<file path="src/rtl/dmem_arbiter.sv">
// Shares the single-port data memory between the MEM stage and the debug/loader port.
// Define DMEM_ARB_AGING_EN to enable the loader aging counter and starvation override.
module dmem_arbiter #(
    parameter int AW       = 3,
    parameter int DW       = 16,
    parameter int MAX_WAIT = 4
) (
    input  logic          clk,
    input  logic          rst_n,
    input  logic          p_req,
    input  logic          p_we,
    input  logic [AW-1:0] p_addr,
    input  logic [DW-1:0] p_wdata,
    output logic          p_gnt,
    output logic          p_stall,
    output logic          p_rvalid,
    output logic [DW-1:0] p_rdata,
    input  logic          d_req,
    input  logic          d_we,
    input  logic [AW-1:0] d_addr,
    input  logic [DW-1:0] d_wdata,
    output logic          d_gnt,
    output logic          d_rvalid,
    output logic [DW-1:0] d_rdata,
    output logic          mem_en,
    output logic          mem_we,
    output logic [AW-1:0] mem_addr,
    output logic [DW-1:0] mem_wdata,
    input  logic [DW-1:0] mem_rdata
);

    typedef enum logic [1:0] {IDLE, RD_P, RD_D} state_t;

    typedef struct packed {
        logic          we;
        logic [AW-1:0] addr;
        logic [DW-1:0] wdata;
    } acc_t;

    state_t state, state_nxt;
    acc_t   win;

    if (MAX_WAIT < 1 || MAX_WAIT > 15) begin : g_bad_max_wait
        $error("dmem_arbiter: MAX_WAIT must be in 1..15");
    end

`ifdef DMEM_ARB_AGING_EN
    localparam logic [3:0] MAX_W = 4'(MAX_WAIT);

    logic [3:0] wait_cnt;
    logic       aged;

    assign aged = (wait_cnt == MAX_W);

    // Pipeline has priority on conflict until the loader has been refused MAX_WAIT times.
    always_comb begin
        p_gnt = 1'b0;
        d_gnt = 1'b0;
        if (rst_n) begin
            if (p_req && d_req) begin
                if (aged) d_gnt = 1'b1;
                else      p_gnt = 1'b1;
            end else begin
                p_gnt = p_req;
                d_gnt = d_req;
            end
        end
    end

    always_ff @(posedge clk) begin
        if (!rst_n)
            wait_cnt <= '0;
        else if (!d_req || d_gnt)
            wait_cnt <= '0;
        else if (!aged)
            wait_cnt <= wait_cnt + 4'd1;
    end

    assign p_stall = rst_n & p_req & ~p_gnt;
`else
    // Strict pipeline priority: the loader only gets idle pipeline cycles.
    always_comb begin
        p_gnt = rst_n & p_req;
        d_gnt = rst_n & d_req & ~p_req;
    end

    assign p_stall = 1'b0;
`endif

    always_comb begin
        win = '0;
        if (p_gnt)
            win = '{we: p_we, addr: p_addr, wdata: p_wdata};
        else if (d_gnt)
            win = '{we: d_we, addr: d_addr, wdata: d_wdata};
    end

    assign mem_en    = p_gnt | d_gnt;
    assign mem_we    = win.we;
    assign mem_addr  = win.addr;
    assign mem_wdata = win.wdata;

    always_ff @(posedge clk) begin
        if (!rst_n) state <= IDLE;
        else        state <= state_nxt;
    end

    // The state names whose read returns in the next cycle; a new grant overlaps that return.
    always_comb begin
        state_nxt = IDLE;
        if (p_gnt && !p_we)
            state_nxt = RD_P;
        else if (d_gnt && !d_we)
            state_nxt = RD_D;
    end

    // Gated by rst_n so a read granted just before reset never reports valid.
    assign p_rvalid = rst_n && (state == RD_P);
    assign d_rvalid = rst_n && (state == RD_D);
    assign p_rdata  = p_rvalid ? mem_rdata : '0;
    assign d_rdata  = d_rvalid ? mem_rdata : '0;

endmodule

</file>
<file path="config.mk">
export PLATFORM = sky130hd
export DESIGN_NAME = dmem_arbiter
export DESIGN_NICKNAME = d
export VERILOG_FILES = /design/src/rtl/dmem_arbiter.sv
export SDC_FILE = /design/constraint.sdc
export NUM_CORES = 1
export LEC_CHECK = 0
export ABC_AREA = 1
export BUFFER_PORTS_ARGS = -buffer_cell sky130_fd_sc_hd__buf_2
export CAP_MARGIN = 10
export CORE_AREA = 2 2 64 48
export DETAILED_ROUTE_END_ITERATION = 16
export DIE_AREA = 0 0 66 50
export PLACE_DENSITY = 0.75
export SETUP_SLACK_MARGIN = 0.3
export SLEW_MARGIN = 20
export SYNTH_ARGS = -nofsm -noshare
export SYNTH_HDL_FRONTEND = slang
export SYNTH_SLANG_ARGS = --single-unit
</file>
<file path="constraint.sdc">
create_clock -name clk -period 0.9 [get_ports clk]
set_input_delay 0.09 -clock clk [delete_from_list [all_inputs] [get_ports clk]]
set_output_delay 0.09 -clock clk [all_outputs]
set_load 0.01 [all_outputs]
</file>
==> results.sh <==
export IMPL_fin_crit_ps=1180
export IMPL_ys_seq_elements=2
export IMPL_cp_start_kind="flip-flop"
export IMPL_largest_reg_flops=2
export IMPL_remaining_drc_errors=0
export IMPL_p_leak_nw=1.27
export IMPL_power_density_nw_per_um2=570
export IMPL_synth_main_ff_cell="dfxtp_1"
export IMPL_ys_seq_area_share_pct=5.66
export IMPL_die_w_um=66
export IMPL_fin_ws_ps=-279
export IMPL_setup_viol=36
export IMPL_synth_top_area_share_pct=22.3
export IMPL_cp_required_ps=810
export IMPL_num_rows=16
export IMPL_stdcell_area_sq_um=2260
export IMPL_htreeDepth=1
export IMPL_final_core_util_pct=84.1
export IMPL_rsz0062_at_grt="yes"
export IMPL_clock_sinks=2
export IMPL_hpwl_um=2520
export IMPL_ys_types=16
export IMPL_grt_pass1_vias=1403
export IMPL_endpoint_kind="primary output"
export IMPL_status="finished, violations left"
export IMPL_ir_drop_uv=348
export IMPL_drv_cap=0
export IMPL_worstPathArrival_ps=1090
export IMPL_diodes=0
export IMPL_place_area_sq_um=1620
export IMPL_wl_per_cell_um=13.0
export IMPL_syn_to_final_growth_pct=219
export IMPL_synth_most_common_cell="nand2_1"
export IMPL_vias_per_cell=4.59
export IMPL_synth_area_leader_cell="nand2_1"
export IMPL_largestRegisters="state: 2 flops"
export IMPL_initial_core_util_pct=26.4
export IMPL_clk_pin_slew_ps=30
export IMPL_globalplace_congestion=0.727
export IMPL_cts_buffers=3
export IMPL_violations="setup timing"
export IMPL_track_usage_pct=23.9
export IMPL_drtIter0Drc=39
export IMPL_clockRootBuffer="clkbuf_8"
export IMPL_drive_gt1_share_pct=81.8
export IMPL_die_area_sq_um=3300
export IMPL_worstPathMaxFanout=4
export IMPL_crit_type="flip-flop to primary output"
export IMPL_synth_cells=136
export IMPL_globalRouteOverflowTotal=0
export IMPL_finalHoldViolations=0
export IMPL_top_register="state"
export IMPL_grt_max_degree=22
export IMPL_fmax_mhz=849
export IMPL_synth_area_sq_um=707
export IMPL_ys_top_cells_by_count="42 x nand2_1, 25 x nor2_1, 20 x inv_1, 20 x nand4_1, 9 x nor2_2"
export IMPL_finalMaxSlewViolations=0
export IMPL_numPortBuffers=116
export IMPL_cts_tree="built"
export IMPL_yosys_top_cells_area="nand2_1 22%, nand4_1 18%, nor2_1 13%"
export IMPL_core_sq_um=2680
export IMPL_synth_async_reset_ratio_pct=0
export IMPL_synth_fp_nets=196
export IMPL_totalWireLength_um=3910
export IMPL_finalCritPeriodShare_pct=131
export IMPL_final_nets=326
export IMPL_hp_class="primary input to flip-flop"
export IMPL_synth_edff_count=0
export IMPL_antenna_found_initial=0
export IMPL_num_vias=1378
export IMPL_drtPass1Iterations=4
export IMPL_die_h_um=50
export IMPL_syn_area_per_cell_sq_um=5.20
export IMPL_ant_nets=0
export IMPL_io_pins=118
export IMPL_yosysWarnings=0
export IMPL_grt_pass1_wl_um=6150
export IMPL_cts_max_path_buffers=2
[final cells by class]
| class | instances | area, sq um |
|---|---|---|
| Sequential cell | 2 | 42.5 |
| Multi-Input combinational cell | 101 | 817 |
| Timing Repair Buffer | 137 | 1210 |
| Fill cell | 160 | 425 |
| Inverter | 21 | 96.3 |
| Tap cell | 36 | 45.0 |
| Clock buffer | 3 | 41.3 |
[critical path, stage by stage (launching register included)]
cell	delay (ps)
dfxtp_2	320
nand3b_4	180
buf_4	160
nor2_1	80
buf_2	140
[power by group]
group / switching [W] / internal [W] / total, W
clock network: 0.0000792 / 0.000284 / 0.000363
logic: 0.000389 / 0.000439 / 0.000828
registers: 0.00000354 / 0.0000931 / 0.0000966
total: 0.000472 / 0.000816 / 0.00129
[logic make-up (layout without fill, tap and decap cells)]
group,Yosys count,in the layout,share of synthesized area [%]
DFF,2,2,5.66
other,1,1,0.530
and+or+nand+nor,100,100,68.8
buffers and inverters,33,161,25.0
[cell usage in the layout, fill, tap and decap left out, types with 3 or more instances in the layout]
master    instances
buf_6            47
nor2_4           20
nand2_2          25
nand2_4          15
nand4_1          20
inv_1            16
buf_12            9
buf_2            71
buf_16            3
nor2_1            8
clkbuf_8          3
buf_4             5
nor2_2            6
[worst paths after layout]
kind	slack, ps	end	start	cells past startpoint
hold / removal	50	state[1]$_SDFF_PP0_	d_we	2
setup / recovery	-280	p_rdata[2]	state[1]$_SDFF_PP0_	4
[layer usage]
layer	global-route usage, %	routed length, um
met1	24.9	1460
met2	46.8	2090
met3	5.02	342
met4	7.48	29
met5	0	0
[what timing repair did]
item                                    in CTS  in global routing
pin swaps                                   16                 11
buffers inserted                             4                  1
gates cloned                                 3                  0
resized for setup                           77                 18
hold buffers                                 0                  0
endpoints found under the setup margin      58                 57
[per-stage QoR]
stage,TNS [ps],worst slack [ps],total power [W],instances,hold WS [ps]
floorplan,0,32.7,0.000405,136,155
global placement,-838,-35.3,0.000647,289,256
detailed placement,-1470,-66.2,0.000655,289,262
CTS,-8220,-276,0.00124,299,51.9
global route,-10000,-329,0.00137,300,47.1
finish,-8310,-279,0.00129,300,52.1
No activity file was read; power rests on OpenSTA's default activity.
